===== src/rtl/fifo_wr_arbiter.sv =====
// Round-robin arbiter that merges NUM_REQ producers onto one FIFO write port.
// It tracks write acknowledgement, sticky error flags and a running count of acked writes.
module fifo_wr_arbiter #(
  parameter int unsigned FIFO_WIDTH = 16,
  parameter int unsigned NUM_REQ    = 4
) (
  input  logic                          clk,
  input  logic                          rst,
  input  logic [NUM_REQ-1:0]            req,
  input  logic [NUM_REQ*FIFO_WIDTH-1:0] req_data,
  output logic [NUM_REQ-1:0]            gnt,
  output logic                          wr_en,
  output logic [FIFO_WIDTH-1:0]         data_in,
  input  logic                          full,
  input  logic                          almostfull,
  input  logic                          wr_ack,
  input  logic                          overflow,
  output logic [1:0]                    state,
  output logic                          err_ovf,
  output logic                          err_noack,
  output logic [15:0]                   wr_count
);

  localparam int unsigned PtrW = (NUM_REQ > 1) ? $clog2(NUM_REQ) : 1;

  typedef enum logic [1:0] {
    StIdle  = 2'd0,
    StWrite = 2'd1,
    StStall = 2'd2
  } state_e;

  state_e                  state_q, state_d;
  logic [NUM_REQ-1:0]      gnt_q, gnt_d;
  logic                    wr_en_q, wr_en_d;
  logic [FIFO_WIDTH-1:0]   data_q, data_d;
  logic                    wr_pend_q, wr_pend_d;
  logic                    err_ovf_q, err_ovf_d;
  logic                    err_noack_q, err_noack_d;
  logic [15:0]             wr_count_q, wr_count_d;
  logic [PtrW-1:0]         ptr_q, ptr_d;

  logic                    found;
  logic [PtrW-1:0]         sel;
  logic                    can_write;
  logic                    issue;

  // Search starts at ptr_q, the index just after the last granted producer.
  always_comb begin
    found = 1'b0;
    sel   = '0;
    for (int k = 0; k < int'(NUM_REQ); k++) begin
      int              idx;
      logic [PtrW-1:0] idx_v;
      idx = int'(ptr_q) + k;
      if (idx >= int'(NUM_REQ)) begin
        idx = idx - int'(NUM_REQ);
      end
      idx_v = PtrW'(idx);
      if (!found && req[idx_v]) begin
        found = 1'b1;
        sel   = idx_v;
      end
    end
  end

  // A write already in flight may consume the last free slot.
  assign can_write = !full && !(almostfull && wr_en_q);
  assign issue     = found && can_write;

  always_comb begin
    gnt_d       = '0;
    wr_en_d     = 1'b0;
    data_d      = data_q;
    ptr_d       = ptr_q;
    state_d     = StIdle;
    wr_pend_d   = wr_en_q;
    err_ovf_d   = err_ovf_q;
    err_noack_d = err_noack_q;
    wr_count_d  = wr_count_q;

    if (issue) begin
      gnt_d   = NUM_REQ'(1) << sel;
      wr_en_d = 1'b1;
      data_d  = req_data[sel*FIFO_WIDTH +: FIFO_WIDTH];
      ptr_d   = (sel == PtrW'(NUM_REQ - 1)) ? '0 : sel + 1'b1;
      state_d = StWrite;
    end else if (found) begin
      state_d = StStall;
    end

    // FIFO status only refers to our own write from the previous cycle.
    if (wr_pend_q) begin
      if (wr_ack) begin
        wr_count_d = wr_count_q + 16'd1;
      end
      if (overflow) begin
        err_ovf_d = 1'b1;
      end
      if (!wr_ack && !overflow) begin
        err_noack_d = 1'b1;
      end
    end
  end

  always_ff @(posedge clk) begin
    if (rst) begin
      state_q     <= StIdle;
      gnt_q       <= '0;
      wr_en_q     <= 1'b0;
      data_q      <= '0;
      ptr_q       <= '0;
      wr_pend_q   <= 1'b0;
      err_ovf_q   <= 1'b0;
      err_noack_q <= 1'b0;
      wr_count_q  <= '0;
    end else begin
      state_q     <= state_d;
      gnt_q       <= gnt_d;
      wr_en_q     <= wr_en_d;
      data_q      <= data_d;
      ptr_q       <= ptr_d;
      wr_pend_q   <= wr_pend_d;
      err_ovf_q   <= err_ovf_d;
      err_noack_q <= err_noack_d;
      wr_count_q  <= wr_count_d;
    end
  end

  assign gnt       = gnt_q;
  assign wr_en     = wr_en_q;
  assign data_in   = data_q;
  assign state     = state_q;
  assign err_ovf   = err_ovf_q;
  assign err_noack = err_noack_q;
  assign wr_count  = wr_count_q;

endmodule


===== config.mk =====
export PLATFORM = sky130hd
export DESIGN_NAME = fifo_wr_arbiter
export DESIGN_NICKNAME = d
export VERILOG_FILES = /design/src/rtl/fifo_wr_arbiter.sv
export SDC_FILE = /design/constraint.sdc
export NUM_CORES = 1
export LEC_CHECK = 0
export CORE_UTILIZATION = 40
export DETAILED_ROUTE_END_ITERATION = 7
export PLACE_DENSITY = 0.81
export SYNTH_ARGS = -nofsm -noshare
export SYNTH_HDL_FRONTEND = slang
export SYNTH_SLANG_ARGS = --single-unit

===== constraint.sdc =====
create_clock -name clk -period 3.8 [get_ports clk]
set_input_delay 0.57 -clock clk [delete_from_list [all_inputs] [get_ports clk]]
set_output_delay 0.57 -clock clk [all_outputs]
set_load 0.005 [all_outputs]

# --- After elaboration in Yosys (flattened, before gate mapping) ---
# Index checks and enable logic that the tools add are counted.
word_totals:
  word_cells: 74
  reg_bits: 44
  out_inout_bits: 41
  input_bits: 74
op_classes:
  mux: 24
  order_cmp: 8
  eq_ne: 1
  n_reduce_logical: 19
  n_addsub: 9
  bitwise_logic: 1
  shift: 2
op_table:
  columns: ["operator", "n"]
  rows:
  - ["$shiftx 64x7->16", 1]
  - ["$mux 2", 10]
  - ["$add 16x1->16 const B", 1]
  - ["$lt 2x3->1 const B", 4]
  - ["$mux 1", 10]
  - ["$ge 3x3->1 const B", 3]
  - ["$bmux 1 s2", 4]
  - ["$sub 2x1->2 const B", 4]
  - ["$logic_and 1x1->1", 7]
  - ["$logic_not 1->1", 7]
  - ["$add 2x2->3 const B", 2]
  - ["$reduce_and 2->1", 3]
  - ["$reduce_or 2->1", 2]
  - ["$shl 1x2->4 const A", 1]
  - ["$add 2x1->3 const B", 1]
  - ["$ge 2x3->1 const B", 1]
  - ["$add 2x1->2 const B", 1]
  - ["$eq 2x2->1 const B", 1]
  - ["$not 1->1", 1]

# --- Logic depth before layout (Yosys ltp) ---
# Gate-level depths: netlist of run 1.
logic_depth:
  depth_word: 17
  ltp_mapped: 7
  ltp_nobuf: 5

# --- Worst setup path before layout of run 1 ---
# No wires, ideal clock.
synth_path:
  kind: "input port to flip-flop"
  startpoint: "input port req[0]"
  endpoint: "register data_q[13], in the netlist data_in[13]"
  t_arrival_ps: 1992
  setup_slack_ps: 1686
  path_stages: 6
  required_time_ps: 3678
  setup_ps: 122
  n_path_buf: 2
  cell_sequence: "or4_4 > and3b_1 > buf_6 > nor3b_4 > buf_6 > a221o_1"
synth_between:
  elab_chain_len: 13
  elab_cells_between_ends: 24
  classes_between: "1 x shift; 16 x mux; 7 x reduce/logical"
synth_rtl:
  columns: ["element", "line_no", "text"]
  rows:
  - ["start, declared", "9", "input logic [NUM_REQ-1:0] req,"]
  - ["$bmux 1 s2", "59", "if (!found && req[idx_v]) begin"]
  - ["$mux 1 (not written as such)", "59", null]
  - ["$mux 1", "59", null]
  - ["$logic_not 1->1", "59", null]
  - ["$logic_and 1x1->1", "59", null]
  - ["$mux 1", "59", null]
  - ["$logic_not 1->1", "59", null]
  - ["$logic_and 1x1->1", "59", null]
  - ["$mux 1", "59", null]
  - ["$logic_not 1->1", "59", null]
  - ["$logic_and 1x1->1", "59", null]
  - ["$mux 2 or $mux 1 (tied branches)", "59", null]
  - ["$shiftx 64x7->16 or $logic_and 1x1->1 (tied branches)", "84, 68", null]
  - ["end signal, assigned", "120", "data_q <= data_d;"]
  - ["end, declared", "35", "logic [FIFO_WIDTH-1:0] data_q, data_d;"]
# Parallel ways exist; a longest one is shown, timed or not. The select of a mux whose other input is x is not followed.
# A chain may end at the register's enable or synchronous reset.

# --- Worst setup path in the final report of run 1 ---
layout_path:
  startpoint: "input port req[2]"
  endpoint: "register data_q[14], in the netlist data_in[14]"
# The elaborated chain is that of the path after synthesis.

==> results of run 1 <==
==> state kept, by name, summed over array words and instances (netlist names) <==
name,count
data_in,16
err_noack,1
err_ovf,1
gnt,4
ptr_q,2
state,2
wr_count,16
wr_pend_q,1
==> worst max path at each step <==
stage	start	to
floorplan	req[0]	data_in[13]$_SDFFE_PP0P_
global placement	req[2]	data_in[14]$_SDFFE_PP0P_
detailed placement	req[2]	data_in[14]$_SDFFE_PP0P_
CTS	req[2]	data_in[14]$_SDFFE_PP0P_
global route	req[2]	data_in[14]$_SDFFE_PP0P_
finish	req[2]	data_in[14]$_SDFFE_PP0P_
==> tightest hold or removal path: stages, from the launching register on <==
cell	delay, ns
sky130_fd_sc_hd__dfxtp_1	0.32
sky130_fd_sc_hd__nand2_1	0.05
sky130_fd_sc_hd__nand3_1	0.05
==> power breakdown <==
group | leakage, nW | internal (W) | switching [W]
combinational | 0.927 | 0.000171 | 0.000114
clock | 0.0581 | 0.000196 | 0.000161
sequential | 0.350 | 0.000478 | 0.0000184
total | 1.34 | 0.000845 | 0.000293
==> layout make-up <==
| class | count | area [um2] |
|---|---|---|
| clock buffer | 5 | 68.8 |
| clock inverter | 3 | 43.8 |
| fill | 449 | 1710 |
| inverter | 23 | 86.3 |
| multi-input combinational | 184 | 1200 |
| sequential | 43 | 861 |
| tap | 70 | 87.6 |
| timing repair buffer | 120 | 1190 |
==> layout by cell type, fill, tap and decap left out, drive strengths merged, types with 6 or more instances in the layout <==
cell type / synthesis / final
a21oi: 17 / 17
mux2: 8 / 8
o21ai: 20 / 20
nor2: 25 / 25
o32a: 8 / 8
xnor2: 9 / 9
dfxtp: 43 / 43
inv: 23 / 23
nand3: 27 / 27
a221o: 8 / 8
buf: 7 / 6
nand2: 15 / 15
clkdlybuf4s50: 0 / 114
a21bo: 8 / 8
==> routing by layer <==
metal / up-vias / global-route usage / share of wire
li1: 1158 / - / -
met1: 1073 / 0.250 / 0.40
met2: 104 / 0.375 / 0.49
met3: 18 / 0.0750 / 0.080
met4: 0 / 0.108 / 0.031
met5: - / 0 / 0
==> cells by family after synthesis <==
family | Yosys count | share of synthesized area
buf+inv | 39 | 0.0789
simple gates | 92 | 0.205
xor+xnor | 13 | 0.0510
fa+ha+maj | 1 | 0.00560
compound gates | 68 | 0.225
mux | 10 | 0.0493
flops | 43 | 0.385
==> cells in the mapped netlist <==
master	instances
sky130_fd_sc_hd__mux2_2	8
sky130_fd_sc_hd__and3_1	2
sky130_fd_sc_hd__nor3b_1	1
sky130_fd_sc_hd__o22a_1	1
sky130_fd_sc_hd__and3b_1	1
sky130_fd_sc_hd__a21bo_2	6
sky130_fd_sc_hd__a21bo_1	2
sky130_fd_sc_hd__mux2i_1	2
sky130_fd_sc_hd__a311oi_4	1
sky130_fd_sc_hd__nand4_1	3
sky130_fd_sc_hd__inv_1	23
sky130_fd_sc_hd__xnor2_1	9
sky130_fd_sc_hd__nor3_1	4
sky130_fd_sc_hd__nand2b_1	2
sky130_fd_sc_hd__o32a_1	8
sky130_fd_sc_hd__buf_4	1
sky130_fd_sc_hd__xor2_1	4
sky130_fd_sc_hd__a21oi_1	17
sky130_fd_sc_hd__or3_1	4
sky130_fd_sc_hd__buf_6	3
sky130_fd_sc_hd__o21ai_2	1
sky130_fd_sc_hd__nor3b_4	1
sky130_fd_sc_hd__or2b_1	1
sky130_fd_sc_hd__a21o_1	1
sky130_fd_sc_hd__o21ai_0	19
sky130_fd_sc_hd__nor2b_1	2
sky130_fd_sc_hd__buf_2	3
sky130_fd_sc_hd__clkbuf_1	9
sky130_fd_sc_hd__nand2_1	15
sky130_fd_sc_hd__dfxtp_1	43
sky130_fd_sc_hd__nor2_1	25
sky130_fd_sc_hd__a221o_1	8
sky130_fd_sc_hd__a211oi_1	2
sky130_fd_sc_hd__ha_1	1
sky130_fd_sc_hd__nor4_1	1
sky130_fd_sc_hd__o22ai_1	1
sky130_fd_sc_hd__nand3_1	27
sky130_fd_sc_hd__and2_1	2
sky130_fd_sc_hd__o221ai_1	1
sky130_fd_sc_hd__or4_4	1
==> per-stage QoR <==
| step | setup WS, ns | utilization |
|---|---|---|
| 6_report | 1.22 | 0.674 |
| 5_1_grt | 1.04 | 0.674 |
| 4_1_cts | 1.25 | 0.674 |
| 3_5_place_dp | 0.928 | 0.653 |
| 3_3_place_gp | 0.976 | 0.653 |
| 2_1_floorplan | 1.69 | - |
==> flow_results.xml, run 1 <==
<?xml version="1.0" encoding="UTF-8"?>
<metrics>
  <group name="outcome">
    <metric name="run_status" unit="">complete, no violations</metric>
  </group>
  <group name="hold_path">
    <metric name="min-delay-start" unit="">data_in[10]$_SDFFE_PP0P_</metric>
    <metric name="hold_path_depth" unit="">2</metric>
    <metric name="hold_path_class" unit="">flip-flop to flip-flop</metric>
    <metric name="holdPathEnd" unit="">data_in[10]$_SDFFE_PP0P_</metric>
  </group>
  <group name="worst_setup_path">
    <metric name="number_of_cells_on_the_worst_reg_to_reg_path" unit="">5</metric>
    <metric name="r2r_start" unit="">ptr_q[1]$_SDFFE_PP0P_</metric>
    <metric name="worstSetupStartpointType" unit="">input port</metric>
    <metric name="timing.critical_path.max_delay_family" unit="">compound AO/OA/AOI/OAI gates</metric>
    <metric name="setup_slack_of_the_worst_register_to_register_path" unit="ns">1.59</metric>
    <metric name="cp_data_required_time" unit="ns">3.99</metric>
    <metric name="worst-endpoint-arrival" unit="ns">2.77</metric>
    <metric name="worst-path-stages" unit="">6</metric>
    <metric name="crit_path_max_fanout" unit="">17</metric>
    <metric name="critical_path.max_stage_delay" unit="ns">0.52</metric>
    <metric name="critical_path_class" unit="">input port to flip-flop</metric>
    <metric name="crit_buf_inv" unit="">1</metric>
    <metric name="crit_path_cell_trace" unit="">clkdlybuf4s50_1 -&gt; nand2b_1 -&gt; a21o_1 -&gt; nand2_1 -&gt; mux2_2 -&gt; a221o_1</metric>
    <metric name="r2r_end" unit="">data_in[14]$_SDFFE_PP0P_</metric>
    <metric name="crit_path_end_kind" unit="">flip-flop</metric>
    <metric name="critPathSlowestCell" unit="">sky130_fd_sc_hd__clkdlybuf4s50_1</metric>
  </group>
  <group name="die">
    <metric name="dieWidth" unit="um">76.7</metric>
    <metric name="num_io_pins" unit="">115</metric>
    <metric name="placementRows" unit="">26</metric>
    <metric name="coreArea" unit="um2">5240</metric>
    <metric name="initial_core_util" unit="">0.427</metric>
    <metric name="die-area" unit="um2">5890</metric>
    <metric name="dieHeight" unit="um">76.7</metric>
  </group>
  <group name="synth">
    <metric name="mappedNetlistArea" unit="um2">2230</metric>
    <metric name="synth.lib_cells_used.distinct" unit="">40</metric>
    <metric name="synth_largest_type_area_fraction" unit="">0.385</metric>
    <metric name="syn_nets" unit="">341</metric>
    <metric name="syn_avg_cell_area" unit="um2">8.40</metric>
    <metric name="syn_inst" unit="">266</metric>
    <metric name="ys_seq_area_frac" unit="">0.385</metric>
    <metric name="yosys-top-cells-area" unit="">sky130_fd_sc_hd__dfxtp_1 (39%), sky130_fd_sc_hd__nand3_1 (6.0%), sky130_fd_sc_hd__o21ai_0 (4.3%)</metric>
    <metric name="ys.warnings.count" unit="">0</metric>
    <metric name="synthDominantAreaCellType" unit="">sky130_fd_sc_hd__dfxtp_1</metric>
    <metric name="yosys_register_bits" unit="">43</metric>
  </group>
  <group name="global_routing">
    <metric name="vias_in_the_first_global_route" unit="">2325</metric>
    <metric name="antenna_violations_before_repair" unit="">0</metric>
    <metric name="grt_remaining_overflow" unit="">0</metric>
    <metric name="grt_pass1_wl" unit="um">10500</metric>
    <metric name="grt_max_degree" unit="">25</metric>
    <metric name="groute.usage.overall" unit="">0.223</metric>
  </group>
  <group name="final_layout">
    <metric name="drive_gt1_frac" unit="">0.0847</metric>
    <metric name="final_net_count" unit="">452</metric>
    <metric name="antennaDiodeCount" unit="">0</metric>
    <metric name="final_cells" unit="">448</metric>
    <metric name="layout_area_overhead" unit="%">58.0</metric>
    <metric name="final_design_area_no_fill" unit="um2">3530</metric>
  </group>
  <group name="route">
    <metric name="detailedRoute.firstPassIterationCount" unit="">4</metric>
    <metric name="number_of_drc_violations_after_detailed_routing" unit="">0</metric>
    <metric name="postRouteWirelength" unit="um">6250</metric>
    <metric name="count_of_vias_placed_by_the_detailed_router" unit="">2353</metric>
    <metric name="vias_per_cell" unit="">5.25</metric>
    <metric name="drt-initial-drc-count" unit="">129</metric>
    <metric name="final_antenna_net_count" unit="">0</metric>
    <metric name="post_drt_wl_per_cell" unit="um">14.0</metric>
  </group>
  <group name="timing">
    <metric name="finalHoldViolCount" unit="">0</metric>
    <metric name="worstMarginPinSlew" unit="ns">0.752</metric>
    <metric name="grt_setup_unrepaired" unit="">no</metric>
    <metric name="max_slew_margin" unit="">0.499</metric>
    <metric name="fmax" unit="MHz">387</metric>
    <metric name="finalMaxSlewViolations" unit="">0</metric>
    <metric name="final_min_period_over_clock_period" unit="">0.680</metric>
    <metric name="finalCriticalPeriod" unit="ns">2.58</metric>
    <metric name="setup_violations" unit="">0</metric>
    <metric name="timing.clock.skew" unit="ns">0.00530</metric>
    <metric name="hold_ws" unit="ns">0.467</metric>
    <metric name="setup_total_negative_slack" unit="ns">0</metric>
  </group>
  <group name="power">
    <metric name="total_power" unit="W">0.00114</metric>
    <metric name="power_density" unit="nW/um2">322</metric>
    <metric name="vdd_ir_drop_max" unit="mV">0.216</metric>
    <metric name="p_leak" unit="nW">1.34</metric>
  </group>
  <group name="cts">
    <metric name="cts_root_buffer" unit="">sky130_fd_sc_hd__clkbuf_8</metric>
    <metric name="cts_hold_repair.buffers" unit="">0</metric>
    <metric name="post-cts-setup-buffer-count" unit="">0</metric>
    <metric name="cts_inserted_buffers" unit="">5</metric>
    <metric name="clkSlewWorstSetupHoldPaths" unit="ns">0.08</metric>
    <metric name="postCtsResizedCells" unit="">0</metric>
    <metric name="cts_tree" unit="">done</metric>
    <metric name="number_of_buffers_between_clock_root_and_the_deepest_sink" unit="">2</metric>
    <metric name="worst_skew_pair.late_latency" unit="ns">0.29</metric>
    <metric name="tritoncts_num_sinks" unit="">43</metric>
    <metric name="htreeDepth" unit="">2</metric>
  </group>
  <group name="place">
    <metric name="post_dp_cell_area" unit="um2">3420</metric>
    <metric name="port-buffer-count" unit="">114</metric>
    <metric name="hpwlAfterDp" unit="um">4860</metric>
    <metric name="globalplace.congestion" unit="">0.826</metric>
    <metric name="dp.cells" unit="">440</metric>
  </group>
  <group name="job">
    <metric name="max_cap_violations" unit="">0</metric>
  </group>
</metrics>
Note: power is estimated with default switching activity, not from simulation.
==> inputs of run 2 (changes only) <==
- clock period: 3.8 -> 2.4 ns (I/O delays scaled with it)
==> run 2 against run 1 <==
Against the previous run: critical path depth is the same; hold slack lost 0.0048 ns; clock power grew 84%; clock skew is essentially flat; flip-flop and latch count is the same; wire length grew 2.1%; worst setup slack lost 0.95 ns; via count grew 1.2%; core utilization grew 1.9 points; global-route usage grew 0.42 points; first-iteration DRC count shrank 47%; die area is the same.
==> flow_results.xml, run 2 (same netlist as run 1, synthesis figures left out) <==
<?xml version="1.0" encoding="UTF-8"?>
<metrics>
  <group name="outcome">
    <metric name="run_status" unit="">complete, no violations</metric>
  </group>
  <group name="route">
    <metric name="postRouteWirelength" unit="um">6380</metric>
    <metric name="drt-initial-drc-count" unit="">69</metric>
    <metric name="final_antenna_net_count" unit="">0</metric>
    <metric name="post_drt_wl_per_cell" unit="um">14.0</metric>
    <metric name="count_of_vias_placed_by_the_detailed_router" unit="">2382</metric>
    <metric name="detailedRoute.firstPassIterationCount" unit="">4</metric>
    <metric name="vias_per_cell" unit="">5.21</metric>
    <metric name="number_of_drc_violations_after_detailed_routing" unit="">0</metric>
  </group>
  <group name="timing">
    <metric name="timing.clock.skew" unit="ns">0.00489</metric>
    <metric name="setup_violations" unit="">0</metric>
    <metric name="fmax" unit="MHz">468</metric>
    <metric name="setup_total_negative_slack" unit="ns">0</metric>
    <metric name="final_min_period_over_clock_period" unit="">0.890</metric>
    <metric name="finalMaxSlewViolations" unit="">0</metric>
    <metric name="max_slew_margin" unit="">0.487</metric>
    <metric name="worstMarginPinSlew" unit="ns">0.769</metric>
    <metric name="grt_setup_unrepaired" unit="">no</metric>
    <metric name="finalHoldViolCount" unit="">0</metric>
    <metric name="finalCriticalPeriod" unit="ns">2.14</metric>
  </group>
  <group name="worst_setup_path">
    <metric name="crit_start" unit="">req[2]</metric>
    <metric name="r2r_start" unit="">ptr_q[1]$_SDFFE_PP0P_</metric>
    <metric name="cp_data_required_time" unit="ns">2.59</metric>
    <metric name="worstSetupStartpointType" unit="">input port</metric>
    <metric name="critical_path.max_stage_delay" unit="ns">0.66</metric>
    <metric name="worst-endpoint-arrival" unit="ns">2.32</metric>
    <metric name="crit_path_cell_trace" unit="">clkdlybuf4s50_1 -&gt; nor2b_1 -&gt; a311oi_4 -&gt; o221ai_1 -&gt; o32a_1 -&gt; nand3_1</metric>
    <metric name="crit_path_max_fanout" unit="">9</metric>
    <metric name="critical_path_class" unit="">input port to flip-flop</metric>
    <metric name="crit_path_end_kind" unit="">flip-flop</metric>
    <metric name="critPathSlowestCell" unit="">sky130_fd_sc_hd__o221ai_1</metric>
  </group>
  <group name="final_layout">
    <metric name="drive_gt1_frac" unit="">0.103</metric>
    <metric name="final_common_cell" unit="">sky130_fd_sc_hd__clkdlybuf4s50_1</metric>
    <metric name="layout.area.seq" unit="um2">861</metric>
    <metric name="finalCoreUtilization" unit="">0.693</metric>
    <metric name="layout_area_overhead" unit="%">62.5</metric>
    <metric name="fillerInstances" unit="">418</metric>
    <metric name="final_design_area_no_fill" unit="um2">3630</metric>
    <metric name="mostFrequentLayoutCells" unit="">sky130_fd_sc_hd__clkdlybuf4s50_1 (114), sky130_fd_sc_hd__dfxtp_1 (43), sky130_fd_sc_hd__nand3_1 (27)</metric>
    <metric name="final_net_count" unit="">461</metric>
    <metric name="final_cells" unit="">457</metric>
    <metric name="antennaDiodeCount" unit="">0</metric>
    <metric name="multi_input_comb_area" unit="um2">1200</metric>
  </group>
  <group name="global_routing">
    <metric name="grt_max_degree" unit="">24</metric>
    <metric name="grt_remaining_overflow" unit="">0</metric>
    <metric name="groute.usage.overall" unit="">0.227</metric>
    <metric name="vias_in_the_first_global_route" unit="">2268</metric>
    <metric name="grt_pass1_wl" unit="um">10700</metric>
    <metric name="antenna_violations_before_repair" unit="">0</metric>
  </group>
  <group name="place">
    <metric name="post_dp_cell_area" unit="um2">3500</metric>
    <metric name="dp.cells" unit="">449</metric>
    <metric name="hpwlAfterDp" unit="um">4910</metric>
    <metric name="port-buffer-count" unit="">114</metric>
    <metric name="globalplace.congestion" unit="">0.790</metric>
  </group>
  <group name="die">
    <metric name="dieHeight" unit="um">76.7</metric>
    <metric name="initial_core_util" unit="">0.427</metric>
    <metric name="die-area" unit="um2">5890</metric>
    <metric name="coreArea" unit="um2">5240</metric>
    <metric name="num_io_pins" unit="">115</metric>
    <metric name="placementRows" unit="">26</metric>
    <metric name="dieWidth" unit="um">76.7</metric>
  </group>
  <group name="cts">
    <metric name="cts_tree" unit="">done</metric>
    <metric name="cts_inserted_buffers" unit="">5</metric>
    <metric name="tritoncts_num_sinks" unit="">43</metric>
    <metric name="clkSlewWorstSetupHoldPaths" unit="ns">0.07</metric>
    <metric name="number_of_buffers_between_clock_root_and_the_deepest_sink" unit="">2</metric>
    <metric name="cts_root_buffer" unit="">sky130_fd_sc_hd__clkbuf_8</metric>
    <metric name="post-cts-setup-buffer-count" unit="">0</metric>
    <metric name="postCtsResizedCells" unit="">0</metric>
    <metric name="cts_hold_repair.buffers" unit="">0</metric>
    <metric name="htreeDepth" unit="">2</metric>
    <metric name="worst_skew_pair.late_latency" unit="ns">0.30</metric>
  </group>
  <group name="power">
    <metric name="comb_power_share" unit="">0.250</metric>
    <metric name="net_sw_frac" unit="">0.240</metric>
    <metric name="power_density" unit="nW/um2">530</metric>
    <metric name="share_seq_of_total_power" unit="">0.409</metric>
    <metric name="switchingPower" unit="W">0.000461</metric>
    <metric name="p_leak" unit="nW">1.39</metric>
    <metric name="vdd_ir_drop_max" unit="mV">0.359</metric>
    <metric name="clock_network_fraction_of_total_power" unit="">0.340</metric>
    <metric name="cell_internal_pwr" unit="W">0.00146</metric>
  </group>
  <group name="hold_path">
    <metric name="min-delay-start" unit="">data_in[10]$_SDFFE_PP0P_</metric>
    <metric name="hold_path_class" unit="">flip-flop to flip-flop</metric>
  </group>
  <group name="job">
    <metric name="max_cap_violations" unit="">0</metric>
  </group>
</metrics>
run 2: power by group through the flow:
stage                     Sequential (W)  Clock, W  Combinational (W)
after floorplan                 0.000800         0           0.000203
after CTS                       0.000787  0.000671           0.000484
after global placement          0.000801         0           0.000474
after global routing            0.000793  0.000706           0.000521
final                           0.000787  0.000655           0.000482
after detailed placement        0.000802         0           0.000481
run 2: path summary, 6_finish.rpt:
kind,end,slack [ns],cells after the start
setup / recovery,data_in[9]$_SDFFE_PP0P_,0.26,6
hold / removal,data_in[10]$_SDFFE_PP0P_,0.46,2
setup reg to reg,data_in[9]$_SDFFE_PP0P_,0.48,5
hold reg to reg,data_in[10]$_SDFFE_PP0P_,0.46,2
run 2: routing by layer:
layer | GRT usage | share of wire
met5 | 0 | 0
met4 | 0.0596 | 0.015
met3 | 0.0881 | 0.092
met2 | 0.389 | 0.49
met1 | 0.260 | 0.41
run 2: layout make-up:
class,instances,share of cell area
clock buffers,6,0.0200
clock inverters,2,0.0165
inverters,23,0.0238
multi-input cells,184,0.330
flip-flops and latches,43,0.237
well taps,70,0.0241
repair buffers,129,0.349
run 2: through the flow:
stage / setup WS, ns / power, W / hold WS [ns]
2_1_floorplan: 0.496 / 0.00100 / 0.432
6_report: 0.264 / 0.00192 / 0.462
3_5_place_dp: -0.0564 / 0.00128 / 0.443
3_3_place_gp: 0.0150 / 0.00128 / 0.437
5_1_grt: 0.163 / 0.00202 / 0.487
4_1_cts: 0.265 / 0.00194 / 0.465
run 2: critical path: cells and delay by family:
kind | cells | cell delay [ns]
AOI/OAI and AO/OA | 3 | 1.04
buffers and inverters | 1 | 0.59
and+or+nand+nor | 2 | 0.33
